### config.mk
export PLATFORM = sky130hd
export DESIGN_NAME = cpu_run_ctrl_flat
export DESIGN_NICKNAME = d
export VERILOG_FILES = /design/src/rtl/cpu_run_ctrl_pkg.sv /design/src/rtl/cpu_run_ctrl_if.sv /design/src/rtl/cpu_run_ctrl_btn_debounce.sv /design/src/rtl/cpu_run_ctrl.sv /design/src/flat_wrapper.sv
export SDC_FILE = /design/constraint.sdc
export NUM_CORES = 1
export LEC_CHECK = 0
export ABC_CLOCK_PERIOD_IN_PS = 3200
export CORE_MARGIN = 2
export CORE_UTILIZATION = 46
export DETAILED_ROUTE_END_ITERATION = 8
export HOLD_SLACK_MARGIN = 0.15
export PLACE_DENSITY_LB_ADDON = 0.2
export SYNTH_ARGS = -nofsm -noshare
export SYNTH_HDL_FRONTEND = slang
export SYNTH_SLANG_ARGS = --single-unit
### constraint.sdc
create_clock -name clk -period 3.2 [get_ports clk]
set_input_delay 0.8 -clock clk [delete_from_list [all_inputs] [get_ports clk]]
set_output_delay 0.8 -clock clk [all_outputs]
set_load 0.005 [all_outputs]
### src/rtl/cpu_run_ctrl_pkg.sv
`default_nettype none
// +-----------------------------------------------------------------------+
// | cpu_run_ctrl_pkg : state encodings and default rates for run control  |
// | Rev 1.0                                                               |
// +-----------------------------------------------------------------------+
package cpu_run_ctrl_pkg;

  localparam int STATE_W = 2;

  // Encoding is also decoded by the 7-segment display mux.
  typedef enum logic [STATE_W-1:0] {
    ST_PAUSE = 2'd0,
    ST_RUN   = 2'd1,
    ST_STEP  = 2'd2,
    ST_BREAK = 2'd3
  } run_state_t;

  localparam int          TICK_DIV_DEF  = 20_000_000;
  localparam int          DEBOUNCE_DEF  = 1_000_000;
  localparam logic [31:0] CYCLE_CNT_MAX = 32'hFFFF_FFFF;

  function automatic logic is_halted(input run_state_t s);
    return (s == ST_PAUSE) || (s == ST_BREAK);
  endfunction

endpackage
`default_nettype wire

### src/rtl/cpu_run_ctrl_if.sv
`default_nettype none
// +-----------------------------------------------------------------------+
// | cpu_run_ctrl_if : board/core controls and status of the run control   |
// | Rev 1.0                                                               |
// +-----------------------------------------------------------------------+
interface cpu_run_ctrl_if #(
  parameter int PC_W = 32
);
  import cpu_run_ctrl_pkg::*;

  logic               run_sw;
  logic               step_btn;
  logic               stop;
  logic               bp_en;
  logic [PC_W-1:0]    bp_addr;
  logic [PC_W-1:0]    pc;
  logic               cpu_ce;
  logic               halted;
  logic [STATE_W-1:0] state;
  logic [31:0]        cycle_cnt;

  modport master (
    output run_sw, step_btn, stop, bp_en, bp_addr, pc,
    input  cpu_ce, halted, state, cycle_cnt
  );

  modport slave (
    input  run_sw, step_btn, stop, bp_en, bp_addr, pc,
    output cpu_ce, halted, state, cycle_cnt
  );
endinterface
`default_nettype wire

### src/rtl/cpu_run_ctrl_btn_debounce.sv
`default_nettype none
// +-----------------------------------------------------------------------+
// | cpu_run_ctrl_btn_debounce : 2-flop sync, debounce, press pulse        |
// | Rev 1.0                                                               |
// +-----------------------------------------------------------------------+
module cpu_run_ctrl_btn_debounce #(
  parameter int DEBOUNCE = 1_000_000
) (
  input  wire logic clk,
  input  wire logic rst,
  input  wire logic btn,
  output logic      press
);

  localparam int               CNT_W    = $clog2(DEBOUNCE);
  localparam logic [CNT_W-1:0] CNT_LAST = CNT_W'(DEBOUNCE - 1);

  logic [1:0]       r_sync;
  logic             r_level;
  logic             r_level_q;
  logic [CNT_W-1:0] r_cnt;

  // Any sample agreeing with the accepted level restarts the stability window.
  always_ff @(posedge clk or posedge rst) begin
    if (rst) begin
      r_sync    <= 2'b00;
      r_level   <= 1'b0;
      r_level_q <= 1'b0;
      r_cnt     <= '0;
    end else begin
      r_sync    <= {r_sync[0], btn};
      r_level_q <= r_level;
      if (r_sync[1] == r_level) begin
        r_cnt <= '0;
      end else if (r_cnt == CNT_LAST) begin
        r_level <= r_sync[1];
        r_cnt   <= '0;
      end else begin
        r_cnt <= r_cnt + 1'b1;
      end
    end
  end

  assign press = r_level & ~r_level_q;

endmodule
`default_nettype wire

### src/rtl/cpu_run_ctrl.sv
`default_nettype none
// +-----------------------------------------------------------------------+
// | cpu_run_ctrl : clock-enable based run/step/stop/breakpoint controller |
// | Rev 1.0                                                               |
// +-----------------------------------------------------------------------+
module cpu_run_ctrl
  import cpu_run_ctrl_pkg::*;
#(
  parameter int TICK_DIV = TICK_DIV_DEF,
  parameter int DEBOUNCE = DEBOUNCE_DEF,
  parameter int PC_W     = 32
) (
  input wire logic      clk,
  input wire logic      rst,
  cpu_run_ctrl_if.slave bus
);

  localparam int                TICK_W    = $clog2(TICK_DIV);
  localparam logic [TICK_W-1:0] TICK_LAST = TICK_W'(TICK_DIV - 1);

  logic [2:0]        r_sync1;
  logic [2:0]        r_sync2;
  logic              w_run;
  logic              w_stop;
  logic              w_bp_en;
  logic              w_step_req;
  run_state_t        r_state;
  run_state_t        w_state_nxt;
  logic              r_cpu_ce;
  logic              w_ce_nxt;
  logic              r_halted;
  logic              r_bp_skip;
  logic              w_bp_skip_nxt;
  logic [TICK_W-1:0] r_tick_cnt;
  logic              w_tick;
  logic              w_bp_hit;
  logic [31:0]       r_cycle_cnt;
  logic [PC_W-1:0]   w_pc;
  logic [PC_W-1:0]   w_bp_addr;

  always_ff @(posedge clk or posedge rst) begin
    if (rst) begin
      r_sync1 <= 3'b000;
      r_sync2 <= 3'b000;
    end else begin
      r_sync1 <= {bus.bp_en, bus.stop, bus.run_sw};
      r_sync2 <= r_sync1;
    end
  end

  assign {w_bp_en, w_stop, w_run} = r_sync2;

  cpu_run_ctrl_btn_debounce #(
    .DEBOUNCE (DEBOUNCE)
  ) u_step_db (
    .clk   (clk),
    .rst   (rst),
    .btn   (bus.step_btn),
    .press (w_step_req)
  );

  assign w_pc      = bus.pc;
  assign w_bp_addr = bus.bp_addr;
  assign w_tick    = (r_state == ST_RUN) && (r_tick_cnt == TICK_LAST);
  assign w_bp_hit  = w_bp_en && (w_pc == w_bp_addr) && !r_bp_skip;

  always_comb begin
    w_state_nxt   = r_state;
    w_ce_nxt      = 1'b0;
    w_bp_skip_nxt = r_bp_skip;
    case (r_state)
      ST_PAUSE: begin
        if (!w_stop) begin
          if (w_step_req)  w_state_nxt = ST_STEP;
          else if (w_run)  w_state_nxt = ST_RUN;
        end
      end
      ST_RUN: begin
        // Exits take priority, so a tick in the exit cycle never reaches the core.
        if (w_stop || !w_run)  w_state_nxt = ST_PAUSE;
        else if (w_bp_hit)     w_state_nxt = ST_BREAK;
        else                   w_ce_nxt    = w_tick;
      end
      ST_STEP: w_state_nxt = ST_PAUSE;
      ST_BREAK: begin
        if (w_step_req)                       w_state_nxt = ST_STEP;
        else if (!w_run || w_stop || !w_bp_en) w_state_nxt = ST_PAUSE;
      end
      default: w_state_nxt = ST_PAUSE;
    endcase
    if (w_state_nxt == ST_STEP) w_ce_nxt = 1'b1;
    // Leaving BREAK arms the skip so execution can move past the breakpoint PC.
    if ((r_state == ST_BREAK) && (w_state_nxt != ST_BREAK)) w_bp_skip_nxt = 1'b1;
    else if (w_pc != w_bp_addr)                             w_bp_skip_nxt = 1'b0;
  end

  always_ff @(posedge clk or posedge rst) begin
    if (rst) begin
      r_state     <= ST_PAUSE;
      r_halted    <= 1'b1;
      r_cpu_ce    <= 1'b0;
      r_bp_skip   <= 1'b0;
      r_tick_cnt  <= '0;
      r_cycle_cnt <= '0;
    end else begin
      r_state   <= w_state_nxt;
      r_halted  <= is_halted(w_state_nxt);
      r_cpu_ce  <= w_ce_nxt;
      r_bp_skip <= w_bp_skip_nxt;
      if (r_state == ST_RUN) r_tick_cnt <= w_tick ? '0 : r_tick_cnt + 1'b1;
      else                   r_tick_cnt <= '0;
      if (r_cpu_ce && (r_cycle_cnt != CYCLE_CNT_MAX)) r_cycle_cnt <= r_cycle_cnt + 32'd1;
    end
  end

  assign bus.cpu_ce    = r_cpu_ce;
  assign bus.halted    = r_halted;
  assign bus.state     = r_state;
  assign bus.cycle_cnt = r_cycle_cnt;

endmodule
`default_nettype wire
### src/flat_wrapper.sv
// flat-port wrapper written by rule: the top's interface ports become plain ports
module cpu_run_ctrl_flat import cpu_run_ctrl_pkg::*;
#(
  parameter int TICK_DIV = TICK_DIV_DEF,
  parameter int DEBOUNCE = DEBOUNCE_DEF,
  parameter int PC_W     = 32
)
  (clk, rst, bus_run_sw, bus_step_btn, bus_stop, bus_bp_en, bus_bp_addr, bus_pc, bus_cpu_ce, bus_halted, bus_state, bus_cycle_cnt);
  cpu_run_ctrl_if #(.PC_W(PC_W)) bus_i ();
  input wire logic clk;
  input wire logic rst;
  input wire logic [$bits(bus_i.run_sw)-1:0] bus_run_sw;
  input wire logic [$bits(bus_i.step_btn)-1:0] bus_step_btn;
  input wire logic [$bits(bus_i.stop)-1:0] bus_stop;
  input wire logic [$bits(bus_i.bp_en)-1:0] bus_bp_en;
  input wire logic [$bits(bus_i.bp_addr)-1:0] bus_bp_addr;
  input wire logic [$bits(bus_i.pc)-1:0] bus_pc;
  output wire logic [$bits(bus_i.cpu_ce)-1:0] bus_cpu_ce;
  output wire logic [$bits(bus_i.halted)-1:0] bus_halted;
  output wire logic [$bits(bus_i.state)-1:0] bus_state;
  output wire logic [$bits(bus_i.cycle_cnt)-1:0] bus_cycle_cnt;
  assign bus_i.run_sw = bus_run_sw;
  assign bus_i.step_btn = bus_step_btn;
  assign bus_i.stop = bus_stop;
  assign bus_i.bp_en = bus_bp_en;
  assign bus_i.bp_addr = bus_bp_addr;
  assign bus_i.pc = bus_pc;
  assign bus_cpu_ce = bus_i.cpu_ce;
  assign bus_halted = bus_i.halted;
  assign bus_state = bus_i.state;
  assign bus_cycle_cnt = bus_i.cycle_cnt;
  cpu_run_ctrl #(.TICK_DIV(TICK_DIV), .DEBOUNCE(DEBOUNCE), .PC_W(PC_W)) u_core (.clk(clk), .rst(rst), .bus(bus_i));
endmodule
Word level (Yosys, flattened, before mapping)
Index checks and enable logic that the tools add are counted.

Word-level logic and storage cells: 63. Register bits: 92. Output and inout port bits: 36. Input bits: 70.

Multiplexer cells: 18. Equality and inequality tests: 12. Reduce and logical (&&, ||, !) cells: 15. Bitwise gates (word level): 3. $add $sub $neg: 3.

Operators by type and width (number): 2-to-1 mux 25 bit (2); 2-to-1 mux 20 bit (2); adder 32 x 1 -> 32 bit (second input constant) (1); equality test 32 bit (1); != test 32 bit (1); != test 32 bit (second input constant) (1); adder 25 x 1 -> 25 bit (second input constant) (1); equality test 25 bit (second input constant) (1); adder 20 x 1 -> 20 bit (second input constant) (1); equality test 20 bit (second input constant) (1); 2-to-1 mux 2 bit (7); equality test 2 bit (second input constant) (4); one-hot mux 2 bit (4 select lines) (1); 2-to-1 mux 1 bit (6); logical AND 1 bit (5); zero test 2 bit (2); zero test 1 bit (3); logical OR 1 bit (3); equality test 2 x 1 -> 1 bit (second input constant) (1); != test 2 bit (second input constant) (1); NOT 1 bit (2); AND reduction 2 bit (1); nonzero test 2 bit (1); bitwise AND 1 bit (1); equality test 1 bit (1).

Longest topological paths before layout
Gate-level depths: netlist of run 1.

Depth after elaboration: 9. Depth in mapped cells: 8. Depth with buffers taken out: 8.

Modules after synthesis
A second synthesis of run 1 with hierarchy kept.

Cell total of the unflattened synthesis: 446. Area total of the unflattened synthesis: 4679.5 µm².

By module, submodules not included: cpu_run_ctrl (area each 3498.4 µm², instances 1, cells each 336, seq. area each 1702.9 µm²); cpu_run_ctrl_btn_debounce (area each 1181.1 µm², instances 1, cells each 110, seq. area each 600.6 µm²).

Least setup slack after synthesis of run 1
No wires, ideal clock.

Kind: input-to-reg. Start point: input bus_bp_addr[24]. End point: register u_core.r_cpu_ce (netlist: u_core.bus.cpu_ce). Path buffers: 0. Arrival: 2.003 ns. Setup time: 0.077 ns. Required time: 3.123 ns. Cell stages on the path: 8. Path slack: 1.120 ns. Path through: xor2_1 > nor4_1 > nand4_1 > nor2_1 > a41o_1 > ha_1 > nor3b_1 > a21oi_1.

Longest elaborated chain between the ends: 8. Elaborated cells on any way between the ends: 11. Those cells by class: eq/ne: 2; mux: 7; reduce/logical: 2.

Ends and longest elaborated chain: start, declared (RTL line flat_wrapper.sv:16) `input wire logic [$bits(bus_i.bp_addr)-1:0] bus_bp_addr;`; equality test 32 bit (RTL line cpu_run_ctrl.sv:65) `assign w_bp_hit = w_bp_en && (w_pc == w_bp_addr) && !r_bp_skip;`; logical AND 1 bit (2 in a row) (RTL line cpu_run_ctrl.sv:65); 2-to-1 mux 2 bit (RTL line cpu_run_ctrl.sv:81) `else if (w_bp_hit) w_state_nxt = ST_BREAK;`; 2-to-1 mux 2 bit (RTL line cpu_run_ctrl.sv:80) `if (w_stop || !w_run) w_state_nxt = ST_PAUSE;`; one-hot mux 2 bit (4 select lines) (RTL line cpu_run_ctrl.sv:71) `case (r_state)`; net u_core.w_state_nxt[1] (RTL line cpu_run_ctrl.sv:28) `run_state_t w_state_nxt;`; equality test 2 bit (RTL line cpu_run_ctrl.sv:91) `if (w_state_nxt == ST_STEP) w_ce_nxt = 1'b1;`; 2-to-1 mux 1 bit (RTL line cpu_run_ctrl.sv:91); net u_core.w_ce_nxt (RTL line cpu_run_ctrl.sv:30) `logic w_ce_nxt;`; end signal, assigned (RTL line cpu_run_ctrl.sv:108) `r_cpu_ce <= w_ce_nxt;`; end, declared (RTL line cpu_run_ctrl.sv:29) `logic r_cpu_ce;`.

The timed path passes the listed nets, and every way through them passes these cells. A chain may end at the register's enable or synchronous reset.

Worst setup path after layout of run 1
Start point: input bus_pc[30]. End point: register u_core.r_cpu_ce (netlist: u_core.bus.cpu_ce).

Longest elaborated chain between the ends: 8. Elaborated cells on any way between the ends: 11. Those cells by class: eq/ne: 2; mux: 7; reduce/logical: 2.

Ends and longest elaborated chain: start, declared (RTL line flat_wrapper.sv:17) `input wire logic [$bits(bus_i.pc)-1:0] bus_pc;`; equality test 32 bit (RTL line cpu_run_ctrl.sv:65); logical AND 1 bit (2 in a row) (RTL line cpu_run_ctrl.sv:65); 2-to-1 mux 2 bit (RTL line cpu_run_ctrl.sv:81); 2-to-1 mux 2 bit (RTL line cpu_run_ctrl.sv:80); one-hot mux 2 bit (4 select lines) (RTL line cpu_run_ctrl.sv:71); net u_core.w_state_nxt[1] (RTL line cpu_run_ctrl.sv:28); equality test 2 bit (RTL line cpu_run_ctrl.sv:91); 2-to-1 mux 1 bit (RTL line cpu_run_ctrl.sv:91); net u_core.w_ce_nxt (RTL line cpu_run_ctrl.sv:30).

The timed path passes the listed nets, and every way through them passes these cells.

==> results of run 1 <==
-- layout by cell type, fill, tap and decap left out, drive strengths merged, types with 5 or more instances in the layout --
master,synthesis,layout
clkbuf,2,9
and4,7,7
ha,5,5
inv,11,10
nor4,16,16
nor3,8,8
nand4,28,28
dfrtp,91,91
xor2,67,67
xnor2,35,35
and3,15,15
clkdlybuf4s50,0,105
nand2,27,27
nor2,64,64
a21oi,5,5
nand3,28,28
-- layout make-up --
cell class	count	area (um2)	area share
Sequential cell	92	2303	0.3804
Multi-Input combinational cell	338	2258	0.3729
Timing Repair Buffer	109	1094	0.1806
Tap cell	133	166.4	0.02748
Clock buffer	9	123.9	0.02045
Clock inverter	7	67.56	0.01116
Inverter	11	42.54	0.007025
-- flip-flops by register name (all words and copies together), names as in the netlist --
register / cells
u_core.u_step_db.r_level: 1
u_core.bus.halted: 1
u_core.bus.cycle_cnt: 32
u_core.u_step_db.r_sync: 2
u_core.r_bp_skip: 1
u_core.bus.state: 2
u_core.u_step_db.r_level_q: 1
u_core.r_sync2: 3
u_core.bus.cpu_ce: 1
u_core.u_step_db.r_cnt: 20
u_core.r_sync1: 3
u_core.r_tick_cnt: 25
-- worst min-delay path by stage --
stage and end:
2_1_floorplan u_core.r_sync2[0], 3_3_place_gp u_core.u_step_db.r_sync[1], 3_5_place_dp u_core.r_sync2[0], 4_1_cts u_core.r_sync2[0], 5_1_grt u_core.u_step_db.r_sync[1], 6_report u_core.r_sync2[0]
-- cell families (layout without fill, tap and decap cells) --
group / after synthesis / after routing / synth area share
buf+inv: 18 / 136 / 0.01619
xor+xnor: 102 / 102 / 0.1927
simple gates: 214 / 214 / 0.2477
compound gates: 15 / 15 / 0.02833
flops: 92 / 92 / 0.4968
mux: 2 / 2 / 0.004857
fa+ha+maj: 5 / 5 / 0.01349
-- critical path: cells and delay by family --
family                   cells  cell delay, ns
XOR/XNOR                     1            0.16
AND/OR/NAND/NOR              4            0.73
adder cells (fa/ha/maj)      1            0.19
buffers and inverters        1            0.44
AO/OA/AOI/OAI                2            0.39
-- power groups by stage --
| stage | Clock, uW | Combinational [uW] | Sequential [uW] |
|---|---|---|---|
| CTS | 785 | 179 | 1180 |
| detailed placement | 0 | 179 | 1200 |
| floorplan | 0 | 65.0 | 1200 |
| finish | 758 | 175 | 1180 |
| global placement | 0 | 175 | 1200 |
| global route | 839 | 194 | 1180 |
-- routing by layer --
metal / part of all wire / global-route usage / wire (um)
met1: 0.44 / 0.2351 / 4215
met2: 0.52 / 0.3282 / 4884
met3: 0.027 / 0.04511 / 257
met4: 0.012 / 0.05309 / 115
met5: 0 / 0 / 0
-- through the flow --
step | total power (uW) | cell area [um2] | util
final | 2114 | 6056 | 0.6196
after global routing | 2216 | 6056 | 0.6196
after CTS | 2145 | 6056 | 0.6196
after detailed placement | 1382 | 5864 | 0.6000
after global placement | 1378 | 5864 | 0.6000
after floorplan | 1267 | 4637 | -
==> results.json, run 1 <==
{
  "gp_routability_congestion": 0.8150,
  "syn_inst": 448,
  "yosys_warnings": 0,
  "path_class": "in2reg",
  "period_minus_slack_ns": 2.420,
  "cp_slowest_cell": "clkdlybuf4s50_1",
  "synth_seq_cells": 92,
  "cts_made_buffers": 9,
  "antenna_found_initial": 0,
  "wl_per_cell_um": 13.55,
  "reg2regPathDepth": 6,
  "hp-start": "u_core.r_sync1[0]",
  "clock_latency_ns": 0.36,
  "powerDensity_nw_per_um2": 349.1,
  "hold_viol": 0,
  "clkPwrFrac": 0.359,
  "placementRows": 36,
  "cts_resized": 0,
  "yosysTopAreaCellShare": 0.4911,
  "finalCritPeriodShare": 0.7563,
  "antenna_cells": 0,
  "die_h_um": 104.4,
  "wl_um": 9472,
  "internal_power_uw": 1634,
  "clockBufferDepth": 2,
  "synth_edf_count": 0,
  "critPathCaptureType": "flip-flop",
  "drive_above_1_share": 0.06537,
  "yosys-top-cells-area": "dfrtp_1 (49%), xor2_1 (13%), xnor2_1 (6.6%)",
  "power_switching_share": 0.2271,
  "crit_path_start_kind": "input pin",
  "vias": 3606,
  "clock_skew_ns": 0.006750,
  "async_reset_ff_frac": 1.000,
  "io_pins": 106,
  "synth_ff_type": "dfrtp_1",
  "p_seq_frac": 0.558,
  "htreeDepth": 3,
  "post-cts-setup-buffer-count": 0,
  "max_freq_mhz": 413.2,
  "maxCapViolations": 0,
  "cp_data_arrival_time_ns": 2.70,
  "drt_first_pass_iters": 6,
  "finalNetCount": 636,
  "portBuffers": 105,
  "required_ns": 3.48,
  "synth_fp_nets": 523,
  "worstReg2RegEnd": "u_core.bus.cycle_cnt[24]",
  "outcome": "finished clean",
  "synthToLayoutAreaGrowth_pct": 30.60,
  "hold_path.class": "reg2reg",
  "path_cells": "clkdlybuf4s50_1 -> xor2_1 -> nor4_1 -> nand4_1 -> nor2_1 -> a41o_1 -> ha_1 -> nor3b_1 -> a21oi_1",
  "grt_max_degree": 34,
  "dpl_worst_slack_ns": 0.4133,
  "combPwrFrac": 0.083,
  "vias_per_cell": 5.159,
  "ys_seq_area_frac": 0.4968,
  "syn_area_um2": 4637,
  "syn_avg_cell_area_um2": 10.35,
  "coreArea_um2": 9774,
  "startpoint": "bus_pc[30]",
  "track_usage": 0.1892,
  "hold_depth": 0,
  "slew_violations": 0,
  "p_leak_uw": 0.002567,
  "hold_ws_ns": 0.3587,
  "synth_common_cells": "dfrtp_1 (91), xor2_1 (67), nor2_1 (64)",
  "die_area_um2": 10900,
  "r2r_start": "u_core.bus.cycle_cnt[0]",
  "synth_cell_type_count": 40,
  "peakVddDrop_mv": 0.2679,
  "synth_top_area_cell": "dfrtp_1",
  "setup_slack_ns": 0.7799,
  "stdcell_count": 699,
  "slew_headroom": 0.4064,
  "clkTransAtPathRegs_ns": 0.09,
  "cts_tree": "built",
  "p_switching_uw": 480.1,
  "tightest_slew_ns": 0.8781,
  "overflow": 0,
  "root_buffer": "clkbuf_8",
  "rsz0062_at_grt": "no",
  "die_x_um": 104.4,
  "cts.sinks": 92,
  "endpoint": "u_core.bus.cpu_ce",
  "max_stage_delay_ns": 0.44,
  "nFillCells": 840,
  "drtAntennaViolNets": 0,
  "drt_iter0_markers": 82,
  "route.detailed.drc": 0,
  "postCtsHoldBufs": 0,
  "fin_tns_setup_ns": 0,
  "hpwl_um": 7225,
  "r2r_setup_slack_ns": 1.03,
  "grt_pass1_vias": 3778,
  "grt_first_pass_wirelength_um": 16990,
  "placed_cells": 683,
  "setup_viol": 0,
  "critical_path.max_fanout": 3,
  "synth.most_common_cell": "dfrtp_1",
  "start_util": 0.4744
}
(Power assumes the default switching activity.)
==> run 2: changes to the inputs <==
--- a/config.mk
+++ b/config.mk
@@ -5,7 +5,7 @@
 export SDC_FILE = /design/constraint.sdc
 export NUM_CORES = 1
 export LEC_CHECK = 0
-export ABC_CLOCK_PERIOD_IN_PS = 3200
+export ABC_CLOCK_PERIOD_IN_PS = 2100
 export CORE_MARGIN = 2
 export CORE_UTILIZATION = 46
 export DETAILED_ROUTE_END_ITERATION = 8
==> constraint.sdc (replaced) <==
create_clock -name clk -period 2.1 [get_ports clk]
set_input_delay 0.525 -clock clk [delete_from_list [all_inputs] [get_ports clk]]
set_output_delay 0.525 -clock clk [all_outputs]
set_load 0.005 [all_outputs]
==> results.json, run 2 (synthesis results as in run 1) <==
{
  "outcome": "finished clean",
  "cp_data_arrival_time_ns": 2.34,
  "synthToLayoutAreaGrowth_pct": 36.86,
  "critical_path.max_fanout": 2,
  "vias": 3658,
  "placementRows": 36,
  "clockBufferDepth": 2,
  "track_usage": 0.1929,
  "start_util": 0.4744,
  "path_class": "in2reg",
  "finalCritPeriodShare": 0.9729,
  "htreeDepth": 3,
  "cts_tree": "built",
  "hold_path.class": "reg2reg",
  "hold_viol": 0,
  "crit_path_start_kind": "input pin",
  "portBuffers": 105,
  "critPathCaptureType": "flip-flop",
  "root_buffer": "clkbuf_8",
  "finalNetCount": 659,
  "route.detailed.drc": 0,
  "wl_met2_um": 5176,
  "largest_reg_flops": 32,
  "antenna_found_initial": 0,
  "peakVddDrop_mv": 0.4603,
  "overflow": 0,
  "wl_per_cell_um": 13.81,
  "gp_routability_congestion": 0.8338,
  "p_leak_uw": 0.002813,
  "powerDensity_nw_per_um2": 533.5,
  "fin_tns_setup_ns": 0,
  "io_pins": 106,
  "die_h_um": 104.4,
  "tightest_slew_ns": 0.5498,
  "hold_ws_ns": 0.3515,
  "drt_iter0_markers": 142,
  "clock_latency_ns": 0.37,
  "placed_cells": 702,
  "slew_violations": 0,
  "top_layer": "met4",
  "vias_per_cell": 5.066,
  "nFillCells": 792,
  "drive_above_1_share": 0.1087,
  "wl_um": 9968,
  "grt_max_degree": 30,
  "maxCapViolations": 0,
  "hpwl_um": 7525,
  "drt_first_pass_iters": 5,
  "clock_skew_ns": 0.01006,
  "grt_first_pass_wirelength_um": 17020,
  "slew_headroom": 0.6327,
  "setup_viol": 0,
  "final_common_cell": "clkdlybuf4s50_1",
  "coreArea_um2": 9774,
  "met3WireLength_um": 337,
  "layout_common_cells": "clkdlybuf4s50_1 (93), dfrtp_1 (91), xor2_1 (67), nor2_1 (63), xnor2_1 (35)",
  "required_ns": 2.40,
  "die_area_um2": 10900,
  "antenna_cells": 0,
  "max_freq_mhz": 489.5,
  "drt-met1-wl_um": 4278,
  "grt_pass1_vias": 3660,
  "stdcell_count": 722,
  "rsz0062_at_grt": "yes",
  "cts_made_buffers": 9,
  "drtAntennaViolNets": 0,
  "die_x_um": 104.4,
  "clkTransAtPathRegs_ns": 0.08,
  "cts.sinks": 92,
  "period_minus_slack_ns": 2.043
}
run 2: cell type report:
type	count	area, um2	area share
clock buffer	12	145.1	0.02287
clock inverter	4	72.57	0.01144
inverter	11	45.04	0.007098
multi-input combinational	338	2288	0.3606
sequential	92	2303	0.3630
tap	133	166.4	0.02622
timing repair buffer	132	1325	0.2088
run 2: power by group:
part | switching, uW | total [uW] | internal, uW | leakage [uW]
Clock | 604 | 1310 | 702 | 0.000107
Combinational | 115 | 281 | 166 | 0.00145
Sequential | 12.2 | 1800 | 1790 | 0.00126
run 2: what timing repair did:
| item | 4_1_cts | 5_1_grt |
|---|---|---|
| setup endpoints to repair | 0 | 5 |
| hold buffers | 0 | 0 |
| buffers inserted | 0 | 4 |
| resized for setup | 0 | 19 |
run 2: worst paths after layout:
check,slack (ns),to,depth (start not counted),startpoint
setup reg to reg,0.15,u_core.bus.cycle_cnt[14],5,u_core.bus.cycle_cnt[9]
max in group asynchronous,0.96,u_core.u_step_db.r_cnt[9],3,rst
hold / removal,0.35,u_core.u_step_db.r_sync[1],0,u_core.u_step_db.r_sync[0]
hold reg to reg,0.35,u_core.u_step_db.r_sync[1],0,u_core.u_step_db.r_sync[0]
min in group asynchronous,0.54,u_core.bus.cycle_cnt[23],2,rst
setup / recovery,0.06,u_core.bus.cpu_ce,9,bus_bp_addr[2]
run 2: worst max-delay path: stages:
cell and delay, ns:
clkdlybuf4s50_1 0.41, xor2_1 0.16, nor4_1 0.28, nand4_1 0.21
nor2_2 0.16, a41o_1 0.23, ha_2 0.19, a21oi_1 0.04
a21oi_1 0.13
run 2: metal layers:
layer | global-route usage | up-vias
li1 | - | 1821
met2 | 0.3254 | 51
met3 | 0.04762 | 19
met4 | 0.05985 | 0
met1 | 0.2442 | 1767
met5 | 0 | -
run 2: per-stage QoR:
| step | instance area (um2) | power (uW) | util | setup slack (ns) |
|---|---|---|---|---|
| after floorplan | 4641 | 1931 | - | 0.1694 |
| after global placement | 6035 | 2109 | 0.6174 | -0.3391 |
| after detailed placement | 6035 | 2116 | 0.6174 | -0.3901 |
| after CTS | 6252 | 3428 | 0.6397 | 0.007621 |
| after global routing | 6346 | 3541 | 0.6493 | -0.05165 |
| final | 6346 | 3386 | 0.6493 | 0.05701 |
